==> config.mk <==
export PLATFORM = sky130hd
export DESIGN_NAME = vs_alu_seq
export DESIGN_NICKNAME = d
export VERILOG_FILES = /design/src/rtl/vs_alu_pkg.sv /design/src/rtl/vs_alu_div.sv /design/src/rtl/vs_alu_seq.sv
export SDC_FILE = /design/constraint.sdc
export NUM_CORES = 1
export LEC_CHECK = 0
export ABC_AREA = 1
export BUFFER_PORTS_ARGS = -buffer_cell sky130_fd_sc_hd__clkbuf_2
export CAP_MARGIN = 20
export CELL_PAD_IN_SITES_DETAIL_PLACEMENT = 0
export CELL_PAD_IN_SITES_GLOBAL_PLACEMENT = 2
export CORE_MARGIN = 5
export CORE_UTILIZATION = 33
export CTS_CLUSTER_DIAMETER = 120
export DETAILED_ROUTE_END_ITERATION = 8
export MAX_ROUTING_LAYER = met4
export PLACE_DENSITY = 0.81
export SLEW_MARGIN = 25
export SYNTH_ARGS = -nofsm -noshare
export SYNTH_HDL_FRONTEND = slang
export SYNTH_SLANG_ARGS = --single-unit
==> constraint.sdc <==
create_clock -name clk -period 5.3 [get_ports clk]
set_clock_uncertainty 0.1 [all_clocks]
set_input_delay 0.53 -clock clk [delete_from_list [all_inputs] [get_ports clk]]
set_output_delay 0.53 -clock clk [all_outputs]
set_load 0.005 [all_outputs]
==> src/rtl/vs_alu_pkg.sv <==
// Shared definitions for the sequential ALU: opcodes, controller states, flag bit positions.
package vs_alu_pkg;

  typedef enum logic [3:0] {
    OP_ADD  = 4'd0,
    OP_SUB  = 4'd1,
    OP_MUL  = 4'd2,
    OP_DIV  = 4'd3,
    OP_ADDA = 4'd4,
    OP_MULA = 4'd5,
    OP_MAC  = 4'd6,
    OP_ROL  = 4'd7,
    OP_ROR  = 4'd8,
    OP_AND  = 4'd9,
    OP_OR   = 4'd10,
    OP_XOR  = 4'd11,
    OP_NAND = 4'd12,
    OP_ETH  = 4'd13,
    OP_GTH  = 4'd14,
    OP_LTH  = 4'd15
  } opcode_e;

  typedef enum logic [1:0] {
    IDLE = 2'd0,
    EXEC = 2'd1,
    DIV  = 2'd2,
    HOLD = 2'd3
  } state_e;

  localparam int unsigned FLAG_ZERO  = 0;
  localparam int unsigned FLAG_CARRY = 1;
  localparam int unsigned FLAG_DIVZ  = 2;
  localparam int unsigned FLAG_W     = 3;

endpackage

==> src/rtl/vs_alu_div.sv <==
// Restoring shift-subtract divider: one quotient bit per clock, MSB first.
// The first bit is resolved on the start edge, so done pulses after W cycles in total.
module vs_alu_div
  import vs_alu_pkg::*;
#(
  parameter int unsigned W = 8
) (
  input  logic         clk,
  input  logic         rst_n,
  input  logic         start,
  input  logic [W-1:0] dividend,
  input  logic [W-1:0] divisor,
  output logic         done,
  output logic [W-1:0] quotient,
  output logic         div_zero
);

  localparam int unsigned CW = $clog2(W);

  logic [W-1:0]  rem;
  logic [W-1:0]  quo;
  logic [W-1:0]  dsr;
  logic [CW-1:0] cnt;

  // One restoring step on {rem, quo}; a zero divisor naturally yields all-ones.
  function automatic logic [2*W-1:0] div_step(input logic [W-1:0] r,
                                               input logic [W-1:0] q,
                                               input logic [W-1:0] d);
    logic [W:0] trial;
    logic [W:0] diff;
    trial = {r, q[W-1]};
    diff  = trial - {1'b0, d};
    if (diff[W]) return {trial[W-1:0], q[W-2:0], 1'b0};
    else         return {diff[W-1:0],  q[W-2:0], 1'b1};
  endfunction

  always_ff @(posedge clk or negedge rst_n) begin
    if (!rst_n) begin
      rem      <= '0;
      quo      <= '0;
      dsr      <= '0;
      cnt      <= '0;
      done     <= 1'b0;
      div_zero <= 1'b0;
    end else begin
      done <= 1'b0;
      if (start) begin
        {rem, quo} <= div_step('0, dividend, divisor);
        dsr        <= divisor;
        div_zero   <= (divisor == '0);
        cnt        <= CW'(W - 1);
      end else if (cnt != '0) begin
        {rem, quo} <= div_step(rem, quo, dsr);
        cnt        <= cnt - CW'(1);
        done       <= (cnt == CW'(1));
      end
    end
  end

  assign quotient = quo;

endmodule

==> src/rtl/vs_alu_seq.sv <==
// Sequential ALU with accumulator and valid/ready handshake on both sides.
// Single-cycle ops finish in EXEC; DIV runs W cycles in the iterative divider.
module vs_alu_seq
  import vs_alu_pkg::*;
#(
  parameter int unsigned W       = 8,
  parameter logic [W-1:0] ACC_RST = '0
) (
  input  logic         clk,
  input  logic         rst_n,
  input  logic         in_valid,
  output logic         in_ready,
  input  logic [3:0]   opcode,
  input  logic [W-1:0] A,
  input  logic [W-1:0] B,
  output logic         out_valid,
  input  logic         out_ready,
  output logic [W-1:0] ALU_Out,
  output logic [W-1:0] acc,
  output logic [2:0]   flags
);

  state_e        state;
  state_e        state_nx;
  opcode_e       op_q;
  logic [W-1:0]  a_q;
  logic [W-1:0]  b_q;
  logic          accept;
  logic          div_start;
  logic          div_done;
  logic [W-1:0]  div_q;
  logic          div_zero;
  logic [W-1:0]  res_c;
  logic          carry_c;
  logic [W:0]    sum_c;
  logic [2*W-1:0] prod_c;
  logic [W-1:0]  wb_res;
  logic [FLAG_W-1:0] wb_flags;

  assign accept    = in_valid && in_ready;
  assign div_start = accept && (opcode_e'(opcode) == OP_DIV);

  vs_alu_div #(.W(W)) u_div (
    .clk      (clk),
    .rst_n    (rst_n),
    .start    (div_start),
    .dividend (A),
    .divisor  (B),
    .done     (div_done),
    .quotient (div_q),
    .div_zero (div_zero)
  );

  always_comb begin
    state_nx = state;
    case (state)
      IDLE:    if (accept) state_nx = (opcode_e'(opcode) == OP_DIV) ? DIV : EXEC;
      EXEC:    state_nx = HOLD;
      DIV:     if (div_done) state_nx = HOLD;
      HOLD:    if (out_ready) state_nx = IDLE;
      default: state_nx = IDLE;
    endcase
  end

  // Single-cycle datapath on the captured operands; everything truncates mod 2^W.
  always_comb begin
    res_c   = '0;
    carry_c = 1'b0;
    sum_c   = '0;
    prod_c  = '0;
    case (op_q)
      OP_ADD: begin
        sum_c   = {1'b0, a_q} + {1'b0, b_q};
        res_c   = sum_c[W-1:0];
        carry_c = sum_c[W];
      end
      OP_SUB: begin
        res_c   = a_q - b_q;
        carry_c = (a_q < b_q);
      end
      OP_MUL: begin
        prod_c  = (2*W)'(a_q) * (2*W)'(b_q);
        res_c   = prod_c[W-1:0];
        carry_c = |prod_c[2*W-1:W];
      end
      OP_ADDA: begin
        sum_c   = {1'b0, acc} + {1'b0, a_q};
        res_c   = sum_c[W-1:0];
        carry_c = sum_c[W];
      end
      OP_MULA: begin
        prod_c  = (2*W)'(acc) * (2*W)'(a_q);
        res_c   = prod_c[W-1:0];
        carry_c = |prod_c[2*W-1:W];
      end
      OP_MAC: begin
        prod_c  = (2*W)'(a_q) * (2*W)'(b_q);
        sum_c   = {1'b0, acc} + {1'b0, prod_c[W-1:0]};
        res_c   = sum_c[W-1:0];
        carry_c = (|prod_c[2*W-1:W]) | sum_c[W];
      end
      OP_ROL:  res_c = {a_q[W-2:0], a_q[W-1]};
      OP_ROR:  res_c = {a_q[0], a_q[W-1:1]};
      OP_AND:  res_c = a_q & b_q;
      OP_OR:   res_c = a_q | b_q;
      OP_XOR:  res_c = a_q ^ b_q;
      OP_NAND: res_c = ~(a_q & b_q);
      OP_ETH:  res_c = W'(a_q == b_q);
      OP_GTH:  res_c = W'(a_q > b_q);
      OP_LTH:  res_c = W'(a_q < b_q);
      default: res_c = '0;
    endcase
  end

  // Select what is written back on entry to HOLD.
  always_comb begin
    wb_flags = '0;
    if (state == DIV) begin
      wb_res              = div_q;
      wb_flags[FLAG_DIVZ] = div_zero;
    end else begin
      wb_res               = res_c;
      wb_flags[FLAG_CARRY] = carry_c;
    end
    wb_flags[FLAG_ZERO] = (wb_res == '0);
  end

  always_ff @(posedge clk or negedge rst_n) begin
    if (!rst_n) begin
      state     <= IDLE;
      in_ready  <= 1'b0;
      out_valid <= 1'b0;
      op_q      <= OP_ADD;
      a_q       <= '0;
      b_q       <= '0;
      acc       <= ACC_RST;
      ALU_Out   <= '0;
      flags     <= '0;
    end else begin
      state     <= state_nx;
      in_ready  <= (state_nx == IDLE);
      out_valid <= (state_nx == HOLD);
      if (accept) begin
        op_q <= opcode_e'(opcode);
        a_q  <= A;
        b_q  <= B;
      end
      if (state_nx == HOLD && state != HOLD) begin
        acc     <= wb_res;
        ALU_Out <= wb_res;
        flags   <= wb_flags;
      end
    end
  end

endmodule

==> Word level (Yosys, flattened, before mapping) <==
Index checks and enable logic that the tools add are counted.
{ "totals": {"ff_bits": 64, "in_bits": 24, "output_inout_bits": 21, "word_cells": 84} }
{ "classes": {"n_addsub": 7, "n_mul": 2, "n_lt_le_gt_ge": 2, "eq_ne": 22, "mux": 20, "n_bitwise": 5, "reduce_logical": 12} }
{ "op_table": {"columns": ["operator", "n"], "rows": [
  ["one-hot mux 8 bit (15 select lines)", 1],
  ["2-to-1 mux 8 bit", 5],
  ["equality test 4 bit, second input constant", 8],
  ["multiplier 8 x 8 -> 16 bit", 2],
  ["2-to-1 mux 16 bit", 2],
  ["adder 8 x 8 -> 9 bit", 3],
  ["equality test 4 x 3 -> 1 bit, second input constant", 4],
  ["logical NOT 8 bit", 2],
  ["OR reduction 8 bit", 2],
  ["subtractor 1 x 8 -> 9 bit", 1],
  ["subtractor 9 x 8 -> 9 bit", 1],
  ["AND 8 bit", 1],
  ["equality test 4 x 2 -> 1 bit, second input constant", 2],
  ["equality test 8 bit", 1],
  ["> comparator 8 bit", 1],
  ["< comparator 8 bit", 1],
  ["2-to-1 mux 2 bit", 4],
  ["NOT 8 bit", 1],
  ["OR 8 bit", 1],
  ["one-hot mux 2 bit (4 select lines)", 1],
  ["subtractor 8 bit", 1],
  ["XOR 8 bit", 1],
  ["equality test 2 bit, second input constant", 3],
  ["2-to-1 mux 3 bit", 2],
  ["13 further kinds", 19]
]} }

==> Logic depth before layout (Yosys ltp) <==
{ "logic_depth": {"depth_word": 6, "mapped_depth": 30, "mapped_depth_nobuf": 29} }

==> Modules after synthesis <==
A second synthesis with hierarchy kept.
{ "hier_totals": {"cells_unflattened": 1574, "area_unflattened_um2": 10346.2} }
{ "by_module_without_submodules": {"columns": ["module", "n_inst", "cells_each", "area_per_inst_um2", "seq_area_each_um2"], "rows": [
  ["vs_alu_seq", 1, 1338, 8486.9, 875.8],
  ["vs_alu_div", 1, 236, 1859.3, 725.7]
]} }

==> Worst setup path after synthesis <==
OpenSTA, ideal clock, no wires.
{ "synth_timing": {"path_kind": "reg-to-reg", "start": "reg a_q[1]", "end": "reg flags[0]", "setup_ns": 0.117, "t_arrival_ns": 4.704, "required_time_ns": 5.083, "slack_ns": 0.378, "stages_incl_launch_ff": 30, "path_buffers": 2, "synth_period_minus_slack_ns": 4.922, "cell_sequence": "dfrtp_1 clkbuf_1 clkbuf_1 nand2_1 fa_1 inv_1 fa_1 ha_1 inv_1 fa_1 inv_1 ha_1 a21oi_1 nand3_1 and2_1 ha_1 nand2_1 inv_1 a21oi_1 nand2_1 nand2_1 nand3_1 nand2_1 inv_1 nand3_1 nand2_1 nand2_1 nor2_1 nand3_1 nand2_1"} }
{ "synth_between": {"elab_chain_cells": 5, "elab_cells_between_ends": 16, "classes_between": "4 x add/sub; 2 x mul; 2 x order compare; 1 x eq/ne; 2 x mux; 4 x bitwise; 1 x reduce/logical"} }
{ "synth_lines": {"columns": ["item", "line", "text"], "rows": [
  ["from (decl)", "vs_alu_seq.sv:26", "logic [W-1:0] a_q;"],
  ["from (signal assigned)", "vs_alu_seq.sv:134", "a_q <= '0;"],
  ["from (signal assigned)", "vs_alu_seq.sv:145", "a_q <= A;"],
  ["multiplier 8 x 8 -> 16 bit / AND 8 bit (equally long branches)", null, null],
  ["adder 8 x 8 -> 9 bit / NOT 8 bit (equally long branches)", "vs_alu_seq.sv:98, vs_alu_seq.sv:107", null],
  ["one-hot mux 8 bit (15 select lines) (*)", "vs_alu_seq.sv:71", "case (op_q)"],
  ["2-to-1 mux 8 bit (*)", "vs_alu_seq.sv:118", "if (state == DIV) begin"],
  ["logical NOT 8 bit (*)", "vs_alu_seq.sv:125", "wb_flags[FLAG_ZERO] = (wb_res == '0);"],
  ["to (signal assigned)", "vs_alu_seq.sv:151", "flags <= wb_flags;"],
  ["to (decl)", "vs_alu_seq.sv:20", "output logic [2:0] flags"]
]} }
Mark *: on every way between the ends. The rest lies on a longest branch, timed or not.
A chain may end at the register's enable or synchronous reset.

==> Final worst setup path <==
{ "layout_timing": {"start": "reg b_q[3]", "end": "reg flags[0]"} }
{ "layout_between": {"elab_chain_cells": 5, "elab_cells_between_ends": 14, "classes_between": "3 x add/sub; 1 x mul; 2 x order compare; 1 x eq/ne; 2 x mux; 4 x bitwise; 1 x reduce/logical"} }
{ "layout_lines": {"columns": ["item", "line", "text"], "rows": [
  ["from (decl)", "vs_alu_seq.sv:27", "logic [W-1:0] b_q;"],
  ["from (signal assigned)", "vs_alu_seq.sv:135", "b_q <= '0;"],
  ["from (signal assigned)", "vs_alu_seq.sv:146", "b_q <= B;"],
  ["multiplier 8 x 8 -> 16 bit / AND 8 bit (equally long branches)", null, null],
  ["adder 8 x 8 -> 9 bit / NOT 8 bit (equally long branches)", "vs_alu_seq.sv:98, vs_alu_seq.sv:107", null],
  ["one-hot mux 8 bit (15 select lines) (*)", "vs_alu_seq.sv:71", null],
  ["2-to-1 mux 8 bit (*)", "vs_alu_seq.sv:118", null],
  ["logical NOT 8 bit (*)", "vs_alu_seq.sv:125", null]
]} }
Marked as above.

==> qor.txt <==
RSZ-0062 raised after global routing: false
Fin crit period: 4.98 ns
#FFs+latches synth: 64
Core Region: 30,400 sq um
Relative slew margins: 44.2%
Post-Syn Area: 10,100 sq um
Global-route usage over all layers: 19.8%
Startpoint types: flop
Top cell type by total area after synthesis: nand2_1
Wire length of the first global-routing pass: 52,500 um
Max Freq: 0.201 GHz
Count leader, synth: nand2_1
Vias per inst: 4.81
Vias in the first global route: 9,552
Origin of the critical flop-to-flop path: b_q[3]$_DFFE_PN0P_
RR Endpoint: flags[0]$_DFFE_PN0P_
DR vias: 9,463
# DRC: 0
Crit path launch: b_q[3]$_DFFE_PN0P_
Seq/Total Area, Yosys: 15.8%
HPWL after DPL: 26,900 um
Drt initial violations: 651
Crit-path max FO: 10
CP max-delay cell: fa_1
Layout cell share with drive strength beyond 1: 7.88%
Die width: 185 um
Slowest cell delay on critical path: 0.50 ns
Grt ovf: 0
CP bufs+invs: 7
Syn. warnings: 0
Top_reg_cell synth: dfrtp_1
TritonCTS buffer count: 9
Gpl congestion: 0.915
Post-synth top area share: 16.6%
Setup TNS: 0 ns
Synth cell count leaders: nand2_1, inv_1, ha_1, nand3_1, nor2_1
Top cells by area in the synthesized netlist: nand2_1, dfrtp_1, ha_1
Clock sink total: 64
IO buf count: 44
CTS root buf: clkbuf_16
Clk buf depth: 2
Critical path required time: 5.47 ns
Delay-heaviest family, CP: adder cells
FF-to-FF path depth: 27
Hold/Removal Path Class: in2async
Max-cap violations: 0
# diodes: 0
Post-route ant nets: 0
I/O Pins: 45
Ys async rst share: 100%
Die area: 34,300 sq um
Post-synth EDFFs: 0
Worst-path clk slew: 0.06 ns
Total Wirelength: 32,100 um
CP Class: reg2reg
Most used cell, CP: inv_1
Initial core utilization: 33.3%
TritonCTS clock tree: done
Slew @ Worst Pin: 0.837 ns
Hold-fix buffers, CTS: 0
Largest net degree at the start of global routing: 65
CTS HTree Levels: 3
Syn Area/Cell: 6.62 sq um
Initial antenna violation count: 0
TritonRoute pass-1 iters: 5
Fin crit share: 93.9%
Wire per inst: 16.3 um
WP data arrival: 5.14 ns
Fill cell count: 3,410
Worst skew pair latency: 0.33 ns
Post-synthesis instance total: 1,532
Syn nets: 1,758
Area grow syn2layout: 10.8%
Die height: 185 um
Reg2reg setup slack: 0.32 ns
Final nets: 1,794
Unique cell type count in the Yosys netlist: 43
Max Slew Vio Count: 0
Fin. Hold Viols: 0
CP Capture Type: flop
# rows: 64
Final setup viols: 0
Status: finished clean
## final cells by class
| cell class | instances | area, sq um | area share [%] |
|---|---|---|---|
| Clock buffer | 9 | 225 | 2.00 |
| Sequential cell | 64 | 1610 | 14.3 |
| Clock inverter | 7 | 105 | 0.935 |
| Timing Repair Buffer | 79 | 499 | 4.44 |
| Tap cell | 396 | 495 | 4.41 |
| Inverter | 335 | 1260 | 11.2 |
| Multi-Input combinational cell | 1079 | 7040 | 62.7 |
## per-stage QoR
| step | std cells | area, sq um | hold WS [ns] | util [%] | setup WS [ns] |
|---|---|---|---|---|---|
| after floorplan | 1532 | 10100 | 0.134 | - | 0.378 |
| after global placement | 1951 | 10900 | 0.368 | 35.7 | 0.131 |
| after detailed placement | 1951 | 10900 | 0.381 | 35.7 | 0.138 |
| after CTS | 1967 | 11200 | 0.315 | 36.8 | 0.0958 |
| after global routing | 1969 | 11200 | 0.354 | 36.9 | 0.00285 |
| final | 1969 | 11200 | 0.281 | 36.9 | 0.324 |
## state kept, by name (all words and copies together), names as in the netlist
name            count
out_valid           1
u_div.rem           8
a_q                 8
u_div.quotient      8
u_div.done          1
in_ready            1
u_div.div_zero      1
flags               3
op_q                4
u_div.cnt           3
b_q                 8
state               2
acc                 8
u_div.dsr           8
## logic make-up after synthesis
group	count (synthesis)	share of synthesized area (%)
AO/OA/AOI/OAI	161	8.82
XOR/XNOR	14	1.21
adder cells (fa/ha/maj)	202	30.6
buffers and inverters	389	14.8
flip-flops	64	15.8
AND/OR/NAND/NOR	702	28.7
## worst reg2reg max path, delay by kind of cell, from the launching register on
family | cells | cell delay (ns)
compound gates | 1 | 0.18
fa+ha+maj | 7 | 2.54
buf+inv | 7 | 0.40
flops | 1 | 0.47
simple gates | 12 | 1.21
## timing repair
action | CTS | global route
gates resized for setup | 0 | 11
setup buffers | 0 | 2
endpoints found under the setup margin | 0 | 3
## worst max path at each step
stage	to	depth (start not counted)	slack [ns]
after floorplan	flags[0]$_DFFE_PN0P_	29	0.38
final	flags[0]$_DFFE_PN0P_	27	0.32
after global routing	flags[1]$_DFFE_PN0P_	25	0.003
after CTS	flags[1]$_DFFE_PN0P_	23	0.1
after global placement	flags[1]$_DFFE_PN0P_	23	0.13
after detailed placement	flags[1]$_DFFE_PN0P_	23	0.14
## routing by layer
| metal | global-route usage [%] | up-vias | wire (um) |
|---|---|---|---|
| li1 | - | 4785 | - |
| met3 | 1.55 | 27 | 1290 |
| met4 | 4.17 | 0 | 605 |
| met5 | - | - | 0 |
| met2 | 30.6 | 208 | 14200 |
| met1 | 28.7 | 4443 | 16000 |
## placed cells by master (no fill, tap or decap), types with 9 or more instances in the layout
cell       Yosys  layout
a21oi_1       52      50
buf_4          9      33
clkbuf_16      0       9
clkbuf_2       2      43
dfrtp_1       64      58
fa_1          77      77
ha_1         125     124
inv_1        330     330
nand2_1      448     448
nand3_1      100     100
nand4_1       25      25
nor2_1        97      97
o211ai_1      12      12
o21ai_0       67      66
Power is left out: the tool's default activity adds up to more than one toggle a clock period on the data nets, which glitch-free logic cannot reach.
